`src/rtl/uart_fifo_ctrl.sv`:
```
`default_nettype none
// ============================================================================
// Module   : uart_fifo_ctrl
// Purpose  : Host-side TX/RX FIFO sequencer in front of the UART tx_rx core.
// Revision : 1.0 - initial release
// ============================================================================
module uart_fifo_ctrl #(
    parameter int DEPTH    = 16,
    parameter int AW       = 4,
    parameter int TX_GUARD = 4
) (
    input  logic          clk,
    input  logic          rst_n,
    input  logic          host_wr,
    input  logic [7:0]    host_wdata,
    input  logic          host_rd,
    output logic [7:0]    host_rdata,
    output logic          host_rperr,
    output logic          tx_full,
    output logic          tx_empty,
    output logic          rx_empty,
    output logic [AW:0]   tx_level,
    output logic [AW:0]   rx_level,
    output logic          tx_ovf,
    output logic          rx_ovf,
    input  logic          clr_ovf,
    output logic          write_flag,
    output logic [7:0]    pi_tx_data,
    input  logic          busy_flag,
    input  logic          data_ready,
    input  logic [7:0]    po_rx_data,
    input  logic          parity_error,
    output logic          read_flag
);

    localparam int          GW          = $clog2(TX_GUARD + 1);
    localparam logic [AW:0] C_DEPTH_LVL = (AW + 1)'(DEPTH);
    localparam logic [GW-1:0] C_GUARD_LAST = GW'(TX_GUARD - 1);

    typedef enum logic [1:0] {TX_S_IDLE, TX_S_LAUNCH, TX_S_GUARD, TX_S_WAIT} tx_state_e;
    typedef enum logic [1:0] {RX_S_IDLE, RX_S_ACK, RX_S_HOLD} rx_state_e;

    // ---------------- TX path ----------------
    logic [7:0]    tx_mem_q [DEPTH];
    logic [AW-1:0] tx_wptr_q, tx_wptr_d, tx_rptr_q, tx_rptr_d;
    logic [AW:0]   tx_level_q, tx_level_d;
    logic          tx_ovf_q, tx_ovf_d;
    tx_state_e     tx_state_q, tx_state_d;
    logic [GW-1:0] guard_cnt_q, guard_cnt_d;
    logic          write_flag_q, write_flag_d;
    logic [7:0]    pi_tx_data_q, pi_tx_data_d;
    logic          tx_push, tx_pop;

    assign tx_full  = (tx_level_q == C_DEPTH_LVL);
    assign tx_empty = (tx_level_q == '0);
    assign tx_pop   = (tx_state_q == TX_S_LAUNCH) && !tx_empty;
    // A pop in the same cycle frees the slot, so a write at full still lands.
    assign tx_push  = host_wr && (!tx_full || tx_pop);

    always_comb begin
        tx_wptr_d    = tx_push ? tx_wptr_q + 1'b1 : tx_wptr_q;
        tx_rptr_d    = tx_pop  ? tx_rptr_q + 1'b1 : tx_rptr_q;
        tx_level_d   = tx_level_q;
        case ({tx_push, tx_pop})
            2'b10:   tx_level_d = tx_level_q + 1'b1;
            2'b01:   tx_level_d = tx_level_q - 1'b1;
            default: tx_level_d = tx_level_q;
        endcase
        tx_ovf_d = clr_ovf ? 1'b0 : tx_ovf_q;
        if (host_wr && !tx_push) tx_ovf_d = 1'b1;
    end

    always_comb begin
        tx_state_d   = tx_state_q;
        guard_cnt_d  = guard_cnt_q;
        write_flag_d = 1'b0;
        pi_tx_data_d = pi_tx_data_q;
        case (tx_state_q)
            TX_S_IDLE:   if (!tx_empty && !busy_flag) tx_state_d = TX_S_LAUNCH;
            TX_S_LAUNCH: begin
                write_flag_d = 1'b1;
                pi_tx_data_d = tx_mem_q[tx_rptr_q];
                guard_cnt_d  = '0;
                tx_state_d   = TX_S_GUARD;
            end
            TX_S_GUARD: begin
                if (guard_cnt_q == C_GUARD_LAST) tx_state_d = TX_S_WAIT;
                else                             guard_cnt_d = guard_cnt_q + 1'b1;
            end
            TX_S_WAIT: begin
                // Going straight to LAUNCH keeps back-to-back spacing at TX_GUARD+2.
                if (!busy_flag) tx_state_d = tx_empty ? TX_S_IDLE : TX_S_LAUNCH;
            end
            default: tx_state_d = TX_S_IDLE;
        endcase
    end

    always_ff @(posedge clk) begin
        if (tx_push) tx_mem_q[tx_wptr_q] <= host_wdata;
    end

    always_ff @(posedge clk or negedge rst_n) begin
        if (!rst_n) begin
            tx_wptr_q    <= '0;
            tx_rptr_q    <= '0;
            tx_level_q   <= '0;
            tx_ovf_q     <= 1'b0;
            tx_state_q   <= TX_S_IDLE;
            guard_cnt_q  <= '0;
            write_flag_q <= 1'b0;
            pi_tx_data_q <= '0;
        end else begin
            tx_wptr_q    <= tx_wptr_d;
            tx_rptr_q    <= tx_rptr_d;
            tx_level_q   <= tx_level_d;
            tx_ovf_q     <= tx_ovf_d;
            tx_state_q   <= tx_state_d;
            guard_cnt_q  <= guard_cnt_d;
            write_flag_q <= write_flag_d;
            pi_tx_data_q <= pi_tx_data_d;
        end
    end

    assign tx_level   = tx_level_q;
    assign tx_ovf     = tx_ovf_q;
    assign write_flag = write_flag_q;
    assign pi_tx_data = pi_tx_data_q;

    // ---------------- RX path ----------------
    logic [8:0]    rx_mem_q [DEPTH];
    logic [AW-1:0] rx_wptr_q, rx_wptr_d, rx_rptr_q, rx_rptr_d;
    logic [AW:0]   rx_level_q, rx_level_d;
    logic          rx_ovf_q, rx_ovf_d;
    rx_state_e     rx_state_q, rx_state_d;
    logic          rx_full, rx_push, rx_pop, rx_ack;
    logic [8:0]    rx_head;

    assign rx_full  = (rx_level_q == C_DEPTH_LVL);
    assign rx_empty = (rx_level_q == '0);
    assign rx_ack   = (rx_state_q == RX_S_ACK);
    assign rx_pop   = host_rd && !rx_empty;
    assign rx_push  = rx_ack && (!rx_full || rx_pop);

    always_comb begin
        rx_wptr_d  = rx_push ? rx_wptr_q + 1'b1 : rx_wptr_q;
        rx_rptr_d  = rx_pop  ? rx_rptr_q + 1'b1 : rx_rptr_q;
        rx_level_d = rx_level_q;
        case ({rx_push, rx_pop})
            2'b10:   rx_level_d = rx_level_q + 1'b1;
            2'b01:   rx_level_d = rx_level_q - 1'b1;
            default: rx_level_d = rx_level_q;
        endcase
        rx_ovf_d = clr_ovf ? 1'b0 : rx_ovf_q;
        if (rx_ack && !rx_push) rx_ovf_d = 1'b1;
    end

    always_comb begin
        rx_state_d = rx_state_q;
        case (rx_state_q)
            RX_S_IDLE: if (data_ready) rx_state_d = RX_S_ACK;
            RX_S_ACK:  rx_state_d = RX_S_HOLD;
            RX_S_HOLD: rx_state_d = RX_S_IDLE;
            default:   rx_state_d = RX_S_IDLE;
        endcase
    end

    always_ff @(posedge clk) begin
        if (rx_push) rx_mem_q[rx_wptr_q] <= {parity_error, po_rx_data};
    end

    always_ff @(posedge clk or negedge rst_n) begin
        if (!rst_n) begin
            rx_wptr_q  <= '0;
            rx_rptr_q  <= '0;
            rx_level_q <= '0;
            rx_ovf_q   <= 1'b0;
            rx_state_q <= RX_S_IDLE;
        end else begin
            rx_wptr_q  <= rx_wptr_d;
            rx_rptr_q  <= rx_rptr_d;
            rx_level_q <= rx_level_d;
            rx_ovf_q   <= rx_ovf_d;
            rx_state_q <= rx_state_d;
        end
    end

    // Head is masked while empty so stale or uninitialised storage never shows.
    assign rx_head    = rx_empty ? 9'd0 : rx_mem_q[rx_rptr_q];
    assign host_rdata = rx_head[7:0];
    assign host_rperr = rx_head[8];
    assign rx_level   = rx_level_q;
    assign rx_ovf     = rx_ovf_q;
    assign read_flag  = rx_ack;

endmodule
`default_nettype wire

```
`config.mk`:
```
export PLATFORM = sky130hd
export DESIGN_NAME = uart_fifo_ctrl
export DESIGN_NICKNAME = d
export VERILOG_FILES = /design/src/rtl/uart_fifo_ctrl.sv
export SDC_FILE = /design/constraint.sdc
export NUM_CORES = 1
export LEC_CHECK = 0
export ABC_AREA = 0
export BUFFER_PORTS_ARGS = -buffer_cell sky130_fd_sc_hd__buf_2
export CORE_UTILIZATION = 45
export CTS_CLUSTER_SIZE = 10
export DETAILED_ROUTE_END_ITERATION = 12
export PLACE_DENSITY = 0.74
export SKIP_CTS_REPAIR_TIMING = 1
export SLEW_MARGIN = 15
export SYNTH_ARGS = -nofsm -noshare
export SYNTH_HDL_FRONTEND = slang
export SYNTH_SLANG_ARGS = --single-unit
```
`constraint.sdc`:
```
create_clock -name clk -period 2.8 [get_ports clk]
set_input_delay 0.14 -clock clk [delete_from_list [all_inputs] [get_ports clk]]
set_output_delay 0.14 -clock clk [all_outputs]
set_load 0.02 [all_outputs]
```
* After elaboration in Yosys (flattened, before gate mapping)
Memory sizes are Yosys's and may differ from the RTL's. A register that Yosys moved wholly into a read port is not among the register bits. Index checks and enable logic that the tools add are counted.
Storage, ports and cells: register bits 36, RAM bits 272, input bits 24, output and inout port bits 34, word-level logic and storage cells 87, memories 2
Memory list:
- rx_mem_q | depth 16, bits a word 9, rd ports 1, clocked after memory_dff 0, write ports 1, RTL line 130 | logic [8:0] rx_mem_q [DEPTH];
- tx_mem_q | depth 16, bits a word 8, rd ports 1, clocked after memory_dff 1, write ports 1, RTL line 44 | logic [7:0] tx_mem_q [DEPTH];
Operators by class: add/sub/neg operators 9, eq/ne operators 16, mux-type cells 20, reduce and logical (&&, ||, !) cells 28
Operators by type and width (count):
- 5-bit one-hot mux with 2 select lines | 2
- 4-bit by 1-bit adder with 4-bit output, second input constant | 4
- 5-bit by 1-bit adder with 5-bit output, second input constant | 2
- 5-bit equality test, second input constant | 2
- 5-bit zero test | 2
- 2-bit != test, second input constant | 5
- 2-bit nonzero test | 5
- 5-bit by 1-bit subtractor with 5-bit output, second input constant | 2
- 1-bit 2-to-1 mux | 9
- 9-bit 2-to-1 mux | 1
- 2-bit by 1-bit equality test with 1-bit output, second input constant | 4
- 2-bit equality test, second input constant | 4
- 1-bit zero test | 8
- 2-bit 2-to-1 mux | 4
- 2-bit one-hot mux with 4 select lines | 1
- 1-bit logical AND | 7
- 3-bit one-hot mux with 2 select lines | 1
- 2-bit zero test | 2
- 2-bit one-hot mux with 2 select lines | 1
- 3-bit by 1-bit adder with 3-bit output, second input constant | 1
- 3-bit by 2-bit equality test with 1-bit output, second input constant | 1
- 3-bit 2-to-1 mux | 1
- 3-bit AND reduction | 1
- 1-bit logical OR | 2
- 2-bit AND reduction | 1

* Longest topological paths before layout
Gate-level depths: netlist (run 1).
depth after elaboration 8, depth in mapped cells 10, mapped depth without buffers 9

* Worst setup path after synthesis (run 1)
No wires, ideal clock.
path type register to register, start register tx_state_q[1], end memory tx_mem_q[3][0] (enable), library setup time 0.383 ns, arrival 2.210 ns, required time 2.417 ns, setup slack 0.207 ns, stages on the path, launching flop included 8, path buffers 1, clock period less this slack 2.593 ns, cells stage by stage dfrtp_1 inv_1 ha_1 clkbuf_1 inv_1 a31oi_1 nand2_1 nor3_1
Between the ends: longest elaborated chain between the ends 6
Ends and longest elaborated chain:
- start, declared | RTL line 48 | tx_state_e tx_state_q, tx_state_d;
- start signal, assigned | RTL line 117 | tx_state_q <= tx_state_d;
- 2-bit by 1-bit equality test with 1-bit output | RTL line 56 | assign tx_pop = (tx_state_q == TX_S_LAUNCH) && !tx_empty;
- 1-bit logical AND | RTL line 56
- 1-bit logical OR | RTL line 58 | assign tx_push = host_wr && (!tx_full || tx_pop);
- 1-bit logical AND | RTL line 58
- 1-bit 2-to-1 mux | RTL line 99 | if (tx_push) tx_mem_q[tx_wptr_q] <= host_wdata;
- 1-bit 2-to-1 mux (implied by the code) | RTL line 99
- end, declared | RTL line 44
No other way between the ends.

* Worst setup path after layout (run 1)
start register rx_level_q[0] (netlist: rx_level[0]), end output port host_rdata[4]
Between the ends: longest elaborated chain between the ends 2
Ends and longest elaborated chain:
- start, declared | RTL line 132 | logic [AW:0] rx_level_q, rx_level_d;
- start signal, assigned | RTL line 181 | rx_level_q <= rx_level_d;
- 5-bit zero test | RTL line 139 | assign rx_empty = (rx_level_q == '0);
- 9-bit 2-to-1 mux | RTL line 188 | assign rx_head = rx_empty ? 9'd0 : rx_mem_q[rx_rptr_q];
- end, declared | RTL line 17 | output logic [7:0] host_rdata,
No other way between the ends.

==> flow_results.xml, run 1 <==
<?xml version="1.0" encoding="UTF-8"?>
<metrics>
  <group name="synthesis">
    <metric name="synthSimpleGateAreaFrac" unit="">0.0338</metric>
    <metric name="synth.net_count" unit="">716</metric>
    <metric name="synth.cells.most_frequent" unit="">edfxtp_1, mux4_2, dfrtp_1</metric>
    <metric name="avgSynthCellArea" unit="um2">19.2</metric>
    <metric name="synth-edff-count" unit="">272</metric>
    <metric name="synth_cell_types" unit="">51</metric>
    <metric name="synth_ff_type" unit="">edfxtp_1</metric>
    <metric name="complex_gate_fraction_of_the_synthesized_area" unit="">0.0380</metric>
    <metric name="synth_sequential_area_ratio" unit="">0.722</metric>
    <metric name="synth_top_family_by_area" unit="">multiplexers</metric>
    <metric name="synth.most_common_cell" unit="">edfxtp_1</metric>
    <metric name="synth-seq-cells" unit="">316</metric>
    <metric name="synth_area_leader_cell" unit="">edfxtp_1</metric>
    <metric name="post_synth_fa_ha_maj_area_fraction" unit="">0.0255</metric>
    <metric name="syn-instance-count" unit="">667</metric>
    <metric name="yosysWarningCount" unit="">0</metric>
    <metric name="post_synth_mux_area_share" unit="">0.150</metric>
    <metric name="post_synthesis_instance_area" unit="mm2">0.0128</metric>
    <metric name="synth-xor-area-share" unit="">0.0130</metric>
    <metric name="asyncSetResetFlopFracSynth" unit="">0.139</metric>
    <metric name="yosysTopAreaCellShare" unit="">0.636</metric>
    <metric name="synth_area_leaders" unit="">edfxtp_1, mux4_2, dfrtp_1</metric>
  </group>
  <group name="sta">
    <metric name="finalSetupTns" unit="ns">0</metric>
    <metric name="final-max-slew-violation-count" unit="">0</metric>
    <metric name="setup_viol" unit="">0</metric>
    <metric name="fin_crit" unit="ns">2.58</metric>
    <metric name="whs" unit="ns">0.00689</metric>
    <metric name="timing.final.crit_share" unit="">0.922</metric>
    <metric name="rsz0062_at_grt" unit="">false</metric>
    <metric name="post-route-worst-setup-slack" unit="ns">0.218</metric>
    <metric name="report.final.hold_viol_count" unit="">0</metric>
    <metric name="achievable_freq" unit="MHz">387</metric>
    <metric name="tightestPinTransition" unit="ns">0.892</metric>
    <metric name="timing.max_slew.rel_slack" unit="">0.405</metric>
    <metric name="clock_skew" unit="ns">0.0369</metric>
  </group>
  <group name="final_layout">
    <metric name="antenna_diode_instance_count" unit="">0</metric>
    <metric name="instances_no_fill" unit="">1174</metric>
    <metric name="multi_input_comb_area" unit="mm2">0.00337</metric>
    <metric name="syn2layout_area_growth" unit="%">16.4</metric>
    <metric name="share_of_final_layout_standard_cells_stronger_than_drive_strength_1" unit="">0.290</metric>
    <metric name="area.sequential" unit="mm2">0.00927</metric>
    <metric name="postLayoutCellArea" unit="mm2">0.0149</metric>
    <metric name="fillers" unit="">2182</metric>
    <metric name="num-nets-final" unit="">823</metric>
  </group>
  <group name="setup_path">
    <metric name="critPathCapture" unit="">host_rdata[4]</metric>
    <metric name="cp_data_required_time" unit="ns">2.66</metric>
    <metric name="setup.worst_path.class" unit="">flip-flop to primary output</metric>
    <metric name="worst_r2r_endpoint" unit="">rx_level[3]$_DFFE_PN0P_</metric>
    <metric name="ff2ff_setup_slack" unit="ns">0.33</metric>
    <metric name="end_kind" unit="">primary output</metric>
    <metric name="worst_setup_path_start_kind" unit="">flip-flop</metric>
    <metric name="ff_to_ff_path_depth" unit="">8</metric>
    <metric name="path_max_fanout" unit="">9</metric>
    <metric name="timing.rr.start" unit="">rx_level[0]$_DFFE_PN0P_</metric>
    <metric name="setup.worst_path.start" unit="">rx_level[0]$_DFFE_PN0P_</metric>
    <metric name="signal_arrival_time_at_the_worst_endpoint" unit="ns">2.44</metric>
  </group>
  <group name="floorplan">
    <metric name="fp.dieH" unit="um">171</metric>
    <metric name="fp.dieArea" unit="mm2">0.0292</metric>
    <metric name="row_count" unit="">61</metric>
    <metric name="fp.coreArea" unit="mm2">0.0279</metric>
    <metric name="boundaryPins" unit="">58</metric>
    <metric name="initial_core_util" unit="">0.459</metric>
    <metric name="dieWidth" unit="um">171</metric>
  </group>
  <group name="outcome">
    <metric name="status" unit="">completed</metric>
  </group>
  <group name="cts">
    <metric name="cts-root-buf" unit="">clkbuf_16</metric>
    <metric name="path_clk_slew" unit="ns">0.06</metric>
    <metric name="cts-buffers-inserted" unit="">38</metric>
    <metric name="clock_tree.buffer_depth" unit="">3</metric>
    <metric name="cts_tree" unit="">yes</metric>
    <metric name="clk_latency" unit="ns">0.52</metric>
    <metric name="clock_tree.htree_level_count" unit="">2</metric>
    <metric name="cts_sinks" unit="">316</metric>
  </group>
  <group name="grt">
    <metric name="grt_max_degree" unit="">40</metric>
    <metric name="globalRouteOverflowTotal" unit="">0</metric>
    <metric name="global_route.usage.total" unit="">0.178</metric>
    <metric name="grt_first_pass_wirelength" unit="um">38400</metric>
    <metric name="antenna_violations_before_repair" unit="">1</metric>
    <metric name="vias_in_the_first_global_route" unit="">6596</metric>
  </group>
  <group name="placement">
    <metric name="port_buffers" unit="">57</metric>
    <metric name="dp.cells" unit="">1108</metric>
    <metric name="dpl.hpwl" unit="um">15700</metric>
    <metric name="placement.cell_area" unit="mm2">0.0138</metric>
    <metric name="gp_congestion" unit="">0.765</metric>
    <metric name="post-place-ws" unit="ns">0.321</metric>
  </group>
  <group name="drt">
    <metric name="first_iter_violations" unit="">614</metric>
    <metric name="detail_route.vias_per_cell" unit="">5.55</metric>
    <metric name="post_drt_wl_per_cell" unit="um">21.1</metric>
    <metric name="route.vias.total" unit="">6515</metric>
    <metric name="number_of_remaining_drc_errors" unit="">0</metric>
    <metric name="route.antenna.remaining_nets" unit="">0</metric>
    <metric name="wl" unit="um">24700</metric>
    <metric name="tritonroute_pass_1_iters" unit="">7</metric>
  </group>
  <group name="power">
    <metric name="power_report.internal_total" unit="mW">10.6</metric>
    <metric name="share_seq_of_total_power" unit="">0.408</metric>
    <metric name="switching_share" unit="">0.315</metric>
    <metric name="powerDensity" unit="mW/mm2">1040</metric>
    <metric name="clock_power_share" unit="">0.282</metric>
    <metric name="combinationalPowerShare" unit="">0.309</metric>
    <metric name="vdd_drop_max" unit="mV">0.627</metric>
    <metric name="p_switching" unit="mW">4.88</metric>
    <metric name="power.static_leakage" unit="nW">5.20</metric>
  </group>
  <group name="worst_hold_path">
    <metric name="min_path_type" unit="">primary input to flip-flop</metric>
    <metric name="source_of_the_worst_hold_timing_path" unit="">host_wdata[5]</metric>
  </group>
  <group name="flow_run">
    <metric name="max_cap_viol_count" unit="">0</metric>
  </group>
</metrics>
## cell type report
| class | count | area share |
|---|---|---|
| clock buffer | 57 | 0.0691 |
| clock inverter | 5 | 0.00519 |
| inverter | 21 | 0.00528 |
| multi-input combinational | 298 | 0.226 |
| sequential | 316 | 0.621 |
| tap | 378 | 0.0317 |
| timing repair buffer | 99 | 0.0425 |
## sequential cells by signal, indices dropped and copies added (netlist names)
name,flops
guard_cnt_q,3
pi_tx_data,8
rx_level,5
rx_mem_q,144
rx_ovf,1
rx_rptr_q,4
rx_state_q,2
rx_wptr_q,4
tx_level,5
tx_mem_q,128
tx_ovf,1
tx_rptr_q,4
tx_state_q,2
tx_wptr_q,4
write_flag,1
## stage by stage
| stage | utilization | power [mW] |
|---|---|---|
| final | 0.535 | 15.5 |
| after global routing | 0.535 | 16.3 |
| after CTS | 0.533 | 15.7 |
| after detailed placement | 0.494 | 11.3 |
| after global placement | 0.494 | 11.2 |
| after floorplan | - | 9.79 |
## worst min-delay path by stage
| stage | depth (start not counted) | to | slack [ns] |
|---|---|---|---|
| CTS | 1 | pi_tx_data[4]$_DFFE_PN0P_ | -0.33 |
| floorplan | 0 | guard_cnt_q[0]$_DFFE_PN0P_ | -0.16 |
| finish | 1 | tx_mem_q[13][5]$_DFFE_PP_ | 0.007 |
| global route | 1 | tx_mem_q[0][4]$_DFFE_PP_ | 0.006 |
| detailed placement | 1 | pi_tx_data[4]$_DFFE_PN0P_ | 0.23 |
| global placement | 1 | pi_tx_data[3]$_DFFE_PN0P_ | 0.21 |
## worst max-delay path: stages, from the launching register on
cell     delay [ns]
dfrtp_1        0.43
or4_1          0.59
buf_4          0.20
nor2_1         0.11
or2_2          0.27
o22ai_1        0.16
buf_2          0.18
## power groups by stage
stage               registers [mW]  logic [mW]  clock network [mW]
detailed placement            6.42        4.85                   0
global route                  6.42        5.24                4.64
global placement              6.39        4.77                   0
finish                        6.33        4.80                4.38
CTS                           6.33        4.87                4.46
floorplan                     6.22        3.56                   0
## cell usage in the layout, fill, tap and decap left out, types with 5 or more instances in the layout
cell type | netlist | layout
o22ai_1 | 25 | 25
nand4_1 | 5 | 5
xnor2_1 | 17 | 17
nand2b_1 | 7 | 7
dfrtp_1 | 44 | 42
buf_2 | 14 | 57
clkbuf_16 | 0 | 38
nand2_1 | 20 | 20
nor2_1 | 16 | 16
mux4_2 | 68 | 68
edfxtp_1 | 272 | 272
ha_1 | 23 | 23
inv_1 | 21 | 21
mux2_2 | 10 | 10
a21oi_1 | 12 | 12
mux2i_1 | 22 | 22
o21ai_0 | 5 | 5
buf_4 | 1 | 36
clkbuf_1 | 12 | 18
nor3b_1 | 6 | 6
## metal layers
layer | wire, um | share of wire | up-vias | GRT usage
li1 | - | - | 2904 | -
met1 | 10400 | 0.42 | 3359 | 0.234
met2 | 12400 | 0.50 | 208 | 0.301
met3 | 1390 | 0.056 | 42 | 0.0317
met4 | 534 | 0.022 | 2 | 0.0606
met5 | 8 | 0.00032 | - | 0
## cell families (layout without fill, tap and decap cells)
group | Yosys count | in the layout
DFF | 316 | 316
and+or+nand+nor | 78 | 78
buffers and inverters | 53 | 182
adders and majority gates | 25 | 25
AOI/OAI and AO/OA | 71 | 71
xor gates and xnor gates | 19 | 19
muxes | 105 | 105
Power figures use the tool's default switching activity.
==> run 2: changes to the inputs <==
- REMOVE_ABC_BUFFERS: default -> 1
- SKIP_LAST_GASP: default -> 1
==> run 2 against run 1 <==
Against the previous run:
- sequential cell count unchanged
- clock skew down 0.010 ns
- via count down 0.84%
- sequential share of layout area up 0.093 points
- global-route usage up 0.20 points
- count of clock-buffer cells in the layout up 4
- final cell count up 0.26%
- register-to-register slack worse by 0.07 ns
- die area unchanged
- routed wire length up 2.3%
- worst setup slack worse by 0.12 ns
- core utilization down 0.094 points
==> flow_results.xml, run 2 (synthesis gave the netlist of run 1 again) <==
<?xml version="1.0" encoding="UTF-8"?>
<metrics>
  <group name="final_layout">
    <metric name="largest_register_ff_count" unit="">144</metric>
    <metric name="postLayoutCellArea" unit="mm2">0.0149</metric>
    <metric name="layout_commonest_cell" unit="">edfxtp_1</metric>
    <metric name="antenna_diode_instance_count" unit="">0</metric>
    <metric name="layout.core_utilization" unit="">0.534</metric>
    <metric name="syn2layout_area_growth" unit="%">16.2</metric>
    <metric name="num-nets-final" unit="">825</metric>
    <metric name="share_of_final_layout_standard_cells_stronger_than_drive_strength_1" unit="">0.289</metric>
    <metric name="fillers" unit="">2203</metric>
    <metric name="largest-register" unit="">rx_mem_q</metric>
    <metric name="layout_common_cells" unit="">edfxtp_1, mux4_2, buf_2</metric>
  </group>
  <group name="placement">
    <metric name="port_buffers" unit="">57</metric>
    <metric name="gp_congestion" unit="">0.823</metric>
    <metric name="dpl.hpwl" unit="um">16100</metric>
    <metric name="placement.cell_area" unit="mm2">0.0138</metric>
  </group>
  <group name="power">
    <metric name="switching_share" unit="">0.317</metric>
    <metric name="power_report.internal_total" unit="mW">10.5</metric>
    <metric name="clock_power_share" unit="">0.276</metric>
    <metric name="p_switching" unit="mW">4.90</metric>
    <metric name="powerDensity" unit="mW/mm2">1040</metric>
    <metric name="share_seq_of_total_power" unit="">0.410</metric>
    <metric name="combinationalPowerShare" unit="">0.314</metric>
    <metric name="vdd_drop_max" unit="mV">0.739</metric>
    <metric name="power.static_leakage" unit="nW">5.19</metric>
  </group>
  <group name="cts">
    <metric name="cts-buffers-inserted" unit="">37</metric>
    <metric name="cts_sinks" unit="">316</metric>
    <metric name="clock_tree.buffer_depth" unit="">3</metric>
    <metric name="cts-root-buf" unit="">clkbuf_16</metric>
    <metric name="clk_latency" unit="ns">0.52</metric>
    <metric name="clock_tree.htree_level_count" unit="">2</metric>
    <metric name="cts_tree" unit="">yes</metric>
    <metric name="path_clk_slew" unit="ns">0.06</metric>
  </group>
  <group name="setup_path">
    <metric name="path_max_fanout" unit="">9</metric>
    <metric name="worst_setup_path_start_kind" unit="">flip-flop</metric>
    <metric name="cp_slowest_cell" unit="">or4_1</metric>
    <metric name="end_kind" unit="">primary output</metric>
    <metric name="signal_arrival_time_at_the_worst_endpoint" unit="ns">2.56</metric>
    <metric name="cp_data_required_time" unit="ns">2.66</metric>
    <metric name="crit_path_cell_trace" unit="">or4_1 &gt; buf_4 &gt; nor2_1 &gt; or2_2 &gt; o22ai_1 &gt; buf_2</metric>
    <metric name="setup.worst_path.class" unit="">flip-flop to primary output</metric>
    <metric name="max_stage_delay" unit="ns">0.64</metric>
  </group>
  <group name="floorplan">
    <metric name="initial_core_util" unit="">0.459</metric>
    <metric name="boundaryPins" unit="">58</metric>
    <metric name="fp.dieArea" unit="mm2">0.0292</metric>
    <metric name="fp.coreArea" unit="mm2">0.0279</metric>
    <metric name="dieWidth" unit="um">171</metric>
    <metric name="row_count" unit="">61</metric>
    <metric name="fp.dieH" unit="um">171</metric>
  </group>
  <group name="grt">
    <metric name="grt_max_degree" unit="">28</metric>
    <metric name="grt_first_pass_wirelength" unit="um">38800</metric>
    <metric name="global_route.usage.total" unit="">0.180</metric>
    <metric name="globalRouteOverflowTotal" unit="">0</metric>
    <metric name="vias_in_the_first_global_route" unit="">6603</metric>
    <metric name="antenna_violations_before_repair" unit="">0</metric>
  </group>
  <group name="sta">
    <metric name="setup_viol" unit="">0</metric>
    <metric name="timing.max_slew.rel_slack" unit="">0.402</metric>
    <metric name="rsz0062_at_grt" unit="">false</metric>
    <metric name="clock_skew" unit="ns">0.0265</metric>
    <metric name="report.final.hold_viol_count" unit="">0</metric>
    <metric name="fin_crit" unit="ns">2.70</metric>
    <metric name="final-max-slew-violation-count" unit="">0</metric>
    <metric name="achievable_freq" unit="MHz">371</metric>
    <metric name="finalSetupTns" unit="ns">0</metric>
    <metric name="timing.final.crit_share" unit="">0.964</metric>
    <metric name="tightestPinTransition" unit="ns">0.897</metric>
  </group>
  <group name="drt">
    <metric name="tritonroute_pass_1_iters" unit="">5</metric>
    <metric name="route.vias.total" unit="">6460</metric>
    <metric name="number_of_remaining_drc_errors" unit="">0</metric>
    <metric name="route.antenna.remaining_nets" unit="">0</metric>
    <metric name="first_iter_violations" unit="">473</metric>
    <metric name="wl" unit="um">25300</metric>
    <metric name="post_drt_wl_per_cell" unit="um">21.5</metric>
    <metric name="detail_route.vias_per_cell" unit="">5.49</metric>
  </group>
  <group name="flow_run">
    <metric name="max_cap_viol_count" unit="">0</metric>
  </group>
  <group name="worst_hold_path">
    <metric name="min_path_type" unit="">primary input to flip-flop</metric>
  </group>
  <group name="outcome">
    <metric name="status" unit="">completed</metric>
  </group>
</metrics>
==> run 2: cell type report <==
class	count	area [um2]	share of cell area
Sequential cell	316	9270	0.622
Multi-Input combinational cell	298	3370	0.226
Clock buffer	61	1050	0.0702
Timing Repair Buffer	102	658	0.0441
Tap cell	378	473	0.0317
Inverter	21	78.8	0.00529
Clock inverter	1	16.3	0.00109
==> run 2: critical path: cells and delay by family (launching register included) <==
| kind | cells | cell delay (ns) |
|---|---|---|
| AOI/OAI and AO/OA | 1 | 0.20 |
| DFF | 1 | 0.40 |
| buffers and inverters | 2 | 0.41 |
| and+or+nand+nor | 3 | 1.03 |
==> run 2: power groups by stage <==
stage	logic, mW	clock network, mW	registers [mW]
final	4.85	4.27	6.33
after global routing	5.25	4.53	6.43
after CTS	4.91	4.35	6.34
after detailed placement	4.88	0	6.42
after global placement	4.79	0	6.40
after floorplan	2.95	0	6.71
==> run 2: metal layers <==
layer | vias up | GRT usage | part of all wire | wire length (um)
met1 | 3348 | 0.240 | 0.42 | 10700
li1 | 2901 | - | - | -
met4 | 0 | 0.0509 | 0.018 | 451
met5 | - | 0 | 0 | 0
met2 | 172 | 0.308 | 0.51 | 13000
met3 | 39 | 0.0294 | 0.047 | 1190
==> run 2: per-stage QoR <==
step | total power [mW] | setup WS [ns] | cells | hold WS, ns
CTS | 15.6 | 0.0728 | 1173 | -0.426
detailed placement | 11.3 | 0.256 | 1111 | 0.120
global placement | 11.2 | 0.308 | 1111 | 0.120
floorplan | 9.67 | -0.0490 | 635 | -0.156
global route | 16.2 | 0.0154 | 1177 | 0.0180
finish | 15.5 | 0.102 | 1177 | 0.00592
==> run 2: final timing paths <==
path,end,slack [ns],from,cells past startpoint
setup / recovery,host_rdata[2],0.10,rx_level[1]$_DFFE_PN0P_,6
hold / removal,rx_mem_q[1][1]$_DFFE_PP_,0.006,po_rx_data[1],1
setup reg to reg,rx_level[3]$_DFFE_PN0P_,0.26,rx_level[1]$_DFFE_PN0P_,8
hold reg to reg,rx_state_q[0]$_DFFE_PN0P_,0.42,rx_state_q[1]$_DFFE_PN0P_,1
max in group asynchronous,tx_rptr_q[2]$_DFFE_PN0P_,2.05,rst_n,3
min in group asynchronous,rx_wptr_q[0]$_DFFE_PN0P_,0.13,rst_n,2
==> run 3: changes to the inputs <==
- CELL_PAD_IN_SITES_DETAIL_PLACEMENT: default -> 0
- CELL_PAD_IN_SITES_GLOBAL_PLACEMENT: default -> 2
- CORE_UTILIZATION: 45 -> 43
- PLACE_DENSITY: 0.74 -> 0.85
==> run 3 against run 2 <==
Against the previous run:
- critical path depth did not move
- hold slack got worse by 0.0037 ns
- non-clock buffer count unchanged
- maximum frequency rose by 1.8%
- core utilization is 1.8 points lower
- clock skew shrank 0.0021 ns
- final cell count rose by 0.76%
- sequential cell count did not move
- critical endpoint unchanged
==> flow_results.xml, run 3 (synthesis gave the netlist of run 1 again) <==
<?xml version="1.0" encoding="UTF-8"?>
<metrics>
  <group name="outcome">
    <metric name="status" unit="">completed</metric>
  </group>
  <group name="grt">
    <metric name="globalRouteOverflowTotal" unit="">0</metric>
    <metric name="grt_first_pass_wirelength" unit="um">40300</metric>
    <metric name="grt_max_degree" unit="">40</metric>
    <metric name="antenna_violations_before_repair" unit="">0</metric>
    <metric name="global_route.usage.total" unit="">0.173</metric>
    <metric name="vias_in_the_first_global_route" unit="">7093</metric>
  </group>
  <group name="final_layout">
    <metric name="fillers" unit="">2302</metric>
    <metric name="syn2layout_area_growth" unit="%">16.7</metric>
    <metric name="antenna_diode_instance_count" unit="">0</metric>
    <metric name="largest_register_ff_count" unit="">144</metric>
    <metric name="share_of_final_layout_standard_cells_stronger_than_drive_strength_1" unit="">0.288</metric>
    <metric name="layout_commonest_cell" unit="">edfxtp_1</metric>
    <metric name="layout_common_cells" unit="">edfxtp_1, mux4_2, buf_2</metric>
    <metric name="largest-register" unit="">rx_mem_q</metric>
    <metric name="num-nets-final" unit="">826</metric>
  </group>
  <group name="setup_path">
    <metric name="signal_arrival_time_at_the_worst_endpoint" unit="ns">2.51</metric>
    <metric name="timing.rr.start" unit="">rx_level[0]$_DFFE_PN0P_</metric>
    <metric name="worst_r2r_endpoint" unit="">rx_level[3]$_DFFE_PN0P_</metric>
    <metric name="setup.worst_path.class" unit="">flip-flop to primary output</metric>
    <metric name="path_max_fanout" unit="">9</metric>
    <metric name="worst_setup_path_start_kind" unit="">flip-flop</metric>
    <metric name="ff_to_ff_path_depth" unit="">8</metric>
    <metric name="ff2ff_setup_slack" unit="ns">0.24</metric>
    <metric name="end_kind" unit="">primary output</metric>
    <metric name="cp_data_required_time" unit="ns">2.66</metric>
  </group>
  <group name="sta">
    <metric name="clock_skew" unit="ns">0.0243</metric>
    <metric name="report.final.hold_viol_count" unit="">0</metric>
    <metric name="post-route-worst-setup-slack" unit="ns">0.150</metric>
    <metric name="final-max-slew-violation-count" unit="">0</metric>
    <metric name="tightestPinTransition" unit="ns">0.867</metric>
    <metric name="achievable_freq" unit="MHz">377</metric>
    <metric name="whs" unit="ns">0.00225</metric>
    <metric name="timing.final.crit_share" unit="">0.946</metric>
    <metric name="setup_viol" unit="">0</metric>
    <metric name="rsz0062_at_grt" unit="">false</metric>
    <metric name="fin_crit" unit="ns">2.65</metric>
    <metric name="timing.max_slew.rel_slack" unit="">0.422</metric>
  </group>
  <group name="cts">
    <metric name="cts-buffers-inserted" unit="">38</metric>
    <metric name="cts_tree" unit="">yes</metric>
    <metric name="clk_latency" unit="ns">0.53</metric>
    <metric name="path_clk_slew" unit="ns">0.05</metric>
    <metric name="cts-root-buf" unit="">clkbuf_16</metric>
    <metric name="clock_tree.htree_level_count" unit="">2</metric>
    <metric name="cts_sinks" unit="">316</metric>
    <metric name="clock_tree.buffer_depth" unit="">3</metric>
  </group>
  <group name="drt">
    <metric name="number_of_remaining_drc_errors" unit="">0</metric>
    <metric name="wl" unit="um">25200</metric>
    <metric name="post_drt_wl_per_cell" unit="um">21.2</metric>
    <metric name="tritonroute_pass_1_iters" unit="">6</metric>
    <metric name="route.vias.total" unit="">6519</metric>
    <metric name="first_iter_violations" unit="">487</metric>
    <metric name="route.antenna.remaining_nets" unit="">0</metric>
    <metric name="detail_route.vias_per_cell" unit="">5.50</metric>
  </group>
  <group name="placement">
    <metric name="post-place-ws" unit="ns">0.272</metric>
    <metric name="gp_congestion" unit="">0.767</metric>
    <metric name="port_buffers" unit="">57</metric>
    <metric name="dpl.hpwl" unit="um">16400</metric>
  </group>
  <group name="worst_hold_path">
    <metric name="timing.hold.worst_endpoint" unit="">rx_mem_q[11][0]$_DFFE_PP_</metric>
    <metric name="source_of_the_worst_hold_timing_path" unit="">po_rx_data[0]</metric>
    <metric name="min_path_cells" unit="">1</metric>
    <metric name="min_path_type" unit="">primary input to flip-flop</metric>
  </group>
  <group name="floorplan">
    <metric name="dieWidth" unit="um">175</metric>
    <metric name="fp.dieArea" unit="mm2">0.0305</metric>
    <metric name="initial_core_util" unit="">0.442</metric>
    <metric name="fp.coreArea" unit="mm2">0.0290</metric>
    <metric name="fp.dieH" unit="um">175</metric>
    <metric name="row_count" unit="">62</metric>
    <metric name="boundaryPins" unit="">58</metric>
  </group>
  <group name="power">
    <metric name="powerDensity" unit="mW/mm2">1040</metric>
    <metric name="power" unit="mW">15.5</metric>
    <metric name="power.static_leakage" unit="nW">5.22</metric>
    <metric name="vdd_drop_max" unit="mV">0.636</metric>
  </group>
  <group name="flow_run">
    <metric name="max_cap_viol_count" unit="">0</metric>
  </group>
</metrics>
run 3: cell types whose count changed in the layout (fill, tap and decap cells not counted), sizes merged:
cell         previous run  this run
clkbuf                 61        58
dlygate4sd3             4         8
clkinv                  1         7
buf                    98        94
run 3: through the flow:
step,instances,utilization,cell area [um2],TNS [ns]
floorplan,635,-,12700,-0.505
finish,1186,0.516,15000,0
global placement,1113,0.475,13800,0
CTS,1178,0.513,14900,0
detailed placement,1113,0.475,13800,0
global route,1186,0.516,15000,0
run 3: per-layer routing:
metal  vias to the layer above  wire [um]  global-route usage
li1                       2915          -                   -
met1                      3372      10700               0.223
met2                       177      12800               0.296
met3                        55       1050              0.0289
met4                         0        609              0.0576
met5                         -          0                   0
run 3: how the worst max path moves through the flow:
stage	from	endpoint	slack [ns]
2_1_floorplan	tx_state_q[1]$_DFFE_PN0P_	tx_mem_q[3][0]$_DFFE_PP_	-0.05
3_3_place_gp	rx_level[0]$_DFFE_PN0P_	rx_level[3]$_DFFE_PN0P_	0.38
3_5_place_dp	rx_level[1]$_DFFE_PN0P_	rx_level[3]$_DFFE_PN0P_	0.27
4_1_cts	rx_rptr_q[0]$_DFFE_PN0P_	host_rperr	0.04
5_1_grt	rx_rptr_q[0]$_DFFE_PN0P_	host_rperr	0.02
6_report	rx_level[0]$_DFFE_PN0P_	host_rdata[2]	0.15
run 3: report_power, final:
group	internal [mW]	total (mW)	switching, mW
sequential	5.73	6.25	0.523
combinational	2.28	4.91	2.63
clock	2.57	4.35	1.78
total	10.6	15.5	4.93
run 3: final cells by class:
cell class | instances | area (um2) | area share
flip-flops and latches | 316 | 9270 | 0.619
well taps | 384 | 480 | 0.0321
repair buffers | 102 | 668 | 0.0446
inverters | 21 | 78.8 | 0.00526
multi-input cells | 298 | 3370 | 0.225
clock buffers | 58 | 1050 | 0.0699
clock inverters | 7 | 56.3 | 0.00376
run 3: worst max-delay path: stages, from the launching register on:
cell and delay (ns):
dfrtp_1 0.42, or4_1 0.58, buf_4 0.20, nor2_1 0.12, or2_2 0.30, o22ai_1 0.16, buf_2 0.18
